<file path="src/rtl/frame_pkg.sv">
// Shared widths and limits for the CAN frame-size counter slice.
package frame_pkg;

    localparam int FRAME_SIZE_W = 10;
    localparam int STUFF_CNT_W  = 8;

    localparam int FRAME_SIZE_MAX = (1 << FRAME_SIZE_W) - 1;
    localparam int STUFF_CNT_MAX  = (1 << STUFF_CNT_W) - 1;

endpackage : frame_pkg

</file>
<file path="src/rtl/sat_counter.sv">
// Up-counter with synchronous clear that stops at its all-ones value instead of wrapping.
module sat_counter #(
    parameter int W = 8
) (
    input  logic         clk,
    input  logic         reset,
    input  logic         clr,
    input  logic         inc,
    output logic [W-1:0] cnt,
    output logic         at_max
);

    logic [W-1:0] r_cnt;

    assign at_max = (r_cnt == {W{1'b1}});
    assign cnt    = r_cnt;

    // NOTE: sequential state uses <= so every flop samples pre-edge values, whatever the block order.
    always_ff @(posedge clk or negedge reset) begin
        if (!reset) begin
            r_cnt <= '0;
        end else if (clr) begin
            r_cnt <= '0;
        end else if (inc && !at_max) begin
            r_cnt <= r_cnt + 1'b1;
        end
    end

endmodule : sat_counter

</file>
<file path="src/rtl/frame_size_counter.sv">
// Counts non-stuff and stuff bit times of the current CAN frame, with a sticky saturation flag.
module frame_size_counter
    import frame_pkg::*;
#(
    parameter int SIZE_W  = FRAME_SIZE_W,
    parameter int STUFF_W = STUFF_CNT_W
) (
    input  logic               clk,
    input  logic               reset,
    input  logic               sp,
    input  logic               isStuff,
    input  logic               clr,
    output logic [SIZE_W-1:0]  size,
    output logic [STUFF_W-1:0] stuff_cnt,
    output logic               sat
);

    logic w_size_inc;
    logic w_stuff_inc;
    logic w_size_at_max;
    logic w_stuff_at_max;
    logic w_sat_evt;
    logic r_sat;

    assign w_size_inc  = sp & ~isStuff;
    assign w_stuff_inc = sp & isStuff;

    sat_counter #(.W(SIZE_W)) u_size_cnt (
        .clk    (clk),
        .reset  (reset),
        .clr    (clr),
        .inc    (w_size_inc),
        .cnt    (size),
        .at_max (w_size_at_max)
    );

    sat_counter #(.W(STUFF_W)) u_stuff_cnt (
        .clk    (clk),
        .reset  (reset),
        .clr    (clr),
        .inc    (w_stuff_inc),
        .cnt    (stuff_cnt),
        .at_max (w_stuff_at_max)
    );

    // A saturation event is a sample arriving while its counter is already pinned at max.
    // NOTE: always_comb assigns its output on every path, so no latch can be inferred.
    always_comb begin
        w_sat_evt = 1'b0;
        if ((w_size_inc && w_size_at_max) || (w_stuff_inc && w_stuff_at_max)) begin
            w_sat_evt = 1'b1;
        end
    end

    always_ff @(posedge clk or negedge reset) begin
        if (!reset) begin
            r_sat <= 1'b0;
        end else if (clr) begin
            r_sat <= 1'b0;
        end else if (w_sat_evt) begin
            r_sat <= 1'b1;
        end
    end

    assign sat = r_sat;

endmodule : frame_size_counter

</file>
<file path="config.mk">
export PLATFORM = sky130hd
export DESIGN_NAME = frame_size_counter
export DESIGN_NICKNAME = d
export VERILOG_FILES = /design/src/rtl/frame_pkg.sv /design/src/rtl/sat_counter.sv /design/src/rtl/frame_size_counter.sv
export SDC_FILE = /design/constraint.sdc
export NUM_CORES = 1
export LEC_CHECK = 0
export BUFFER_PORTS_ARGS = -buffer_cell sky130_fd_sc_hd__buf_4
export CAP_MARGIN = 20
export CELL_PAD_IN_SITES_DETAIL_PLACEMENT = 1
export CELL_PAD_IN_SITES_GLOBAL_PLACEMENT = 1
export CORE_MARGIN = 8
export CORE_UTILIZATION = 42
export CTS_BUF_LIST = sky130_fd_sc_hd__clkbuf_4 sky130_fd_sc_hd__clkbuf_8
export CTS_CLUSTER_DIAMETER = 100
export DETAILED_ROUTE_END_ITERATION = 16
export PLACE_DENSITY = 0.87
export SLEW_MARGIN = 20
export SYNTH_ARGS = -nofsm -noshare
export SYNTH_HDL_FRONTEND = slang
export SYNTH_HIERARCHICAL = 1
export SYNTH_SLANG_ARGS = --single-unit
</file>
<file path="constraint.sdc">
create_clock -name clk -period 1.8 [get_ports clk]
set_input_delay 0.18 -clock clk [delete_from_list [all_inputs] [get_ports clk]]
set_output_delay 0.18 -clock clk [all_outputs]
set_load 0.02 [all_outputs]
</file>
Yosys cells after proc, flatten, opt, wreduce, memory -nomap -nowiden:

Index checks and enable logic that the tools add are counted.

* register bits: 19
* bits of input ports: 5
* word-level logic and storage cells: 27

* add/subtract/negate cells: 2
* equality and inequality tests: 2
* mux-type cells: 7
* bitwise logic cells: 3
* reduce and logical (&&, ||, !) cells: 10

Operator list (count)
* $mux 10: 2
* $mux 8: 2
* $add 10x1->10 const B: 1
* $eq 10x10->1 const B: 1
* $add 8x1->8 const B: 1
* $eq 8x8->1 const B: 1
* $reduce_bool 2->1: 3
* $logic_and 1x1->1: 4
* $mux 1: 3
* $and 1x1->1: 2
* $logic_not 1->1: 2
* $logic_or 1x1->1: 1
* $not 1->1: 1

Logic depth before layout (Yosys ltp):

* depth in word-level cells: 7
* gate-level depth with buffers: 5
* depth with buffers taken out: 5

Cells and area by module:

The synthesis kept the hierarchy.

Modules (own cells, without submodules)
* sat_counter at u_size_cnt: times used 1, cells each 56, area an instance 565.5 sq um
* sat_counter at u_stuff_cnt: times used 1, cells each 47, area an instance 469.2 sq um
* frame_size_counter: times used 1, cells each 7, area an instance 67.6 sq um

Least setup slack after synthesis:

Ideal clock, no wire load.

* path kind: register to register
* from: reg u_size_cnt.r_cnt[0], in the netlist u_size_cnt/cnt[0]
* to: reg u_size_cnt.r_cnt[5], in the netlist u_size_cnt/cnt[5]
* data arrival time: 1597 ps
* required time: 1723 ps
* setup slack: 125 ps
* stages on the path, launching flop included: 6
* buffers on the path: 0
* cells stage by stage: dfrtp_1 -> ha_1 -> inv_1 -> o31ai_4 -> or4_1 -> a21oi_1

* word-level cells in the longest chain between the ends: 4

RTL lines
* start, declared: line sat_counter.sv:13 `logic [W-1:0] r_cnt;`
* start signal, assigned: line sat_counter.sv:25 `r_cnt <= r_cnt + 1'b1;`
* branches (longest 4 deep; another with $add 10x1->10)

Parallel ways; which one is timed is not known. The select of a mux whose other input is x is not followed.
A chain may end at the register's enable or synchronous reset.

Worst setup path in the final report:

* from: reg u_size_cnt.r_cnt[1], in the netlist u_size_cnt/cnt[1]
* to: reg u_size_cnt.r_cnt[1], in the netlist u_size_cnt/cnt[1]

Same word-level chain as after synthesis.

==> results.py <==
metrics = {
    "run_status": {
        "status": "completed",
    },
    "critical_path": {
        "cpMaxStageDelayCell": "dfrtp_1",
        "critical_path.startpoint": "u_size_cnt/cnt[1]",
        "critPathMaxFanout": 7,
        "max_stage_delay_ps": 460,
        "critical_path_arrival_ps": 1850,
        "worst_setup_path_end_kind": "flip-flop",
        "start_kind": "flip-flop",
        "reg2regPathDepth": 5,
        "rrSetupSlack_ps": 140,
        "worst-setup-path-type": "flip-flop to flip-flop",
        "cp_data_required_time_ps": 1980,
        "timing.rr.start": "u_size_cnt/cnt[1]",
        "path_cells": "ha_2 > inv_1 > o31ai_4 > mux2i_1 > nor2_1",
        "r2r_end": "u_size_cnt/cnt[1]",
    },
    "timing": {
        "fin_tns_setup_ps": 0,
        "slew_headroom_pct": 75.1,
        "fin_crit_ps": 1660,
        "fin_ws_ps": 137,
        "rsz0062_at_grt": "false",
        "tightest_slew_ps": 374,
        "fmax_mhz": 601,
        "finalSetupViolations": 0,
        "hold_viol": 0,
        "timing.final.crit_share_pct": 92.4,
        "finClkSkew_ps": 6.12,
        "slew_violations": 0,
    },
    "grt": {
        "antenna_found_initial": 0,
        "grt_pass1_vias": 1069,
        "grt_max_degree": 24,
        "grt_use_met3_pct": 5.46,
        "grt_overflow": 0,
        "use_met1_pct": 16.8,
        "busiest_layer": "met2",
        "met2_usage_pct": 23.9,
        "grt_usage_pct": 14.3,
        "grt_pass1_wl_um": 5060,
    },
    "synth": {
        "synth_edf_count": 0,
        "ys_seq_elements": 19,
        "synthFlopType": "dfrtp_1",
        "synth-async-reset-ratio_pct": 100,
        "syn-cell-area_um2": 1100,
        "synthesis.nets": 117,
        "ys_seq_area_share_pct": 43.1,
        "synth_cells": 110,
        "synth_area_per_cell_um2": 10.0,
        "synth.distinct_cells": 41,
        "yosysWarnings": 6,
    },
    "pwr": {
        "ir_drop_mv": 0.431,
        "cellLeakagePower_uw": 0.000595,
        "power.density_nw_per_um2": 555,
    },
    "route": {
        "drt-initial-drc-count": 39,
        "ant_nets": 0,
        "wl_per_cell_um": 17.9,
        "totalWireLength_um": 2990,
        "avgViaCountPerCell": 5.86,
        "vias": 979,
        "drtPass1Iterations": 4,
        "drc": 0,
    },
    "cts": {
        "clock_tree.buffer_depth": 2,
        "clkTransAtPathRegs_ps": 110,
        "root_buffer": "clkbuf_4",
        "cts-htree-levels": 1,
        "numCtsBuffers": 3,
        "clock_sinks": 19,
        "clk_latency_ps": 300,
        "cts_tree": "done",
    },
    "worst_hold_path": {
        "whs_path_depth": 3,
        "holdPathEnd": "sat",
        "hp-start": "sp",
        "hold_class": "input port to flip-flop",
    },
    "cells_and_area": {
        "regArea_um2": 475,
        "final_common_cell": "buf_4",
        "fin_cells": 167,
        "num_antenna_cells": 0,
        "utilization_pct": 54.5,
        "layout-drive-gt1-share_pct": 29.9,
        "nets": 145,
        "syn2layout_area_growth_pct": 22.6,
        "final_cell_mix": "buf_4 (24), dfrtp_1 (19), nand2_1 (7), a21oi_1 (7), nor2_1 (7)",
        "multi_input_area_um2": 607,
        "fill_cells": 301,
    },
    "floorplanning": {
        "std_cell_rows": 18,
        "die_w_um": 67.2,
        "dieArea_um2": 4520,
        "ios": 24,
        "die_h_um": 67.2,
        "core_area_um2": 2480,
        "initial_core_util_pct": 44.5,
    },
    "place": {
        "gp_congestion": 0.870,
        "dp_hpwl_um": 2210,
        "port_buffers": 23,
        "dpl.cell_count": 162,
        "place_ws_ps": 109,
    },
    "flow_run": {
        "max_cap_violations": 0,
    },
}
-- power by group --
group / total, uW / internal, uW / leakage (uW) / switching, uW
combinational: 80.0 / 32.9 / 0.000312 / 47.1
sequential: 439 / 432 / 0.000264 / 6.89
clock: 232 / 101 / 0.0000184 / 130
total: 751 / 566 / 0.000595 / 184
-- state kept, by name, indices dropped and copies added (netlist names) --
register         count
u_stuff_cnt/cnt      8
u_size_cnt/cnt      10
sat                  1
-- stage by stage --
stage | hold WS (ps) | power [uW] | cell area (um^2)
4_1_cts | 140 | 763 | 1350
5_1_grt | 128 | 791 | 1350
6_report | 150 | 751 | 1350
3_5_place_dp | 70.3 | 526 | 1310
2_1_floorplan | -116 | 487 | 1100
3_3_place_gp | 71.0 | 522 | 1310
-- cell type report --
cell class,instances,area share [%]
Sequential cell,19,35.2
Inverter,3,0.833
Timing Repair Buffer,25,14.1
Clock buffer,4,2.22
Multi-Input combinational cell,86,44.9
Tap cell,30,2.78
-- worst max path at each step --
stage               cells past startpoint  slack (ps)                 to
global route                            5          20  u_size_cnt/cnt[1]
finish                                  5         140  u_size_cnt/cnt[1]
CTS                                     5          80  u_size_cnt/cnt[5]
global placement                        5         210  u_size_cnt/cnt[5]
floorplan                               5         130  u_size_cnt/cnt[5]
detailed placement                      5         110  u_size_cnt/cnt[1]
-- cells in the mapped netlist (2+ instances only) --
master	instances	area, um^2
nand4_1	5	31.3
ha_1	2	25.0
or3_1	2	12.5
and2_2	2	15.0
nand2b_1	3	18.8
mux2i_1	3	30.0
inv_1	3	11.3
nand3_1	4	20.0
dfrtp_1	19	475
o21bai_1	2	15.0
nand2_1	7	26.3
nor2b_1	2	12.5
nor3_1	4	20.0
o21ai_0	2	10.0
a31oi_1	3	18.8
xor2_1	3	26.3
a21oi_1	7	35.0
and4_2	2	20.0
xnor2_1	2	17.5
nor2_1	7	26.3
a211oi_1	5	37.5
nand4_2	2	25.0
-- repair_timing --
| action | in CTS | in global routing |
|---|---|---|
| endpoints found under the hold margin | 19 | 0 |
| hold buffers | 1 | 0 |
| setup endpoints to repair | 0 | 3 |
| setup buffers | 0 | 0 |
| gates resized for setup | 0 | 1 |
-- kinds of logic after synthesis --
logic type / after synthesis / share of synthesized area [%]
adders and majority gates: 2 / 2.27
DFF: 19 / 43.1
AOI/OAI and AO/OA: 25 / 16.2
xor gates and xnor gates: 5 / 3.97
muxes: 5 / 5.11
and+or+nand+nor: 49 / 27.2
buffers and inverters: 5 / 2.04
-- routing by layer --
metal	wire (um)	up-vias	part of all wire [%]
met2	1450	21	48
met3	159	2	5.3
li1	-	469	-
met1	1360	487	46
met4	18	0	0.60
met5	0	-	0
-- critical path, delay by kind of cell (launching register included) --
family	cells	cell delay, ps
and+or+nand+nor	1	60
muxes	1	260
adders and majority gates	1	280
DFF	1	460
buffers and inverters	1	100
AOI/OAI and AO/OA	1	400
(Power assumes the default switching activity.)
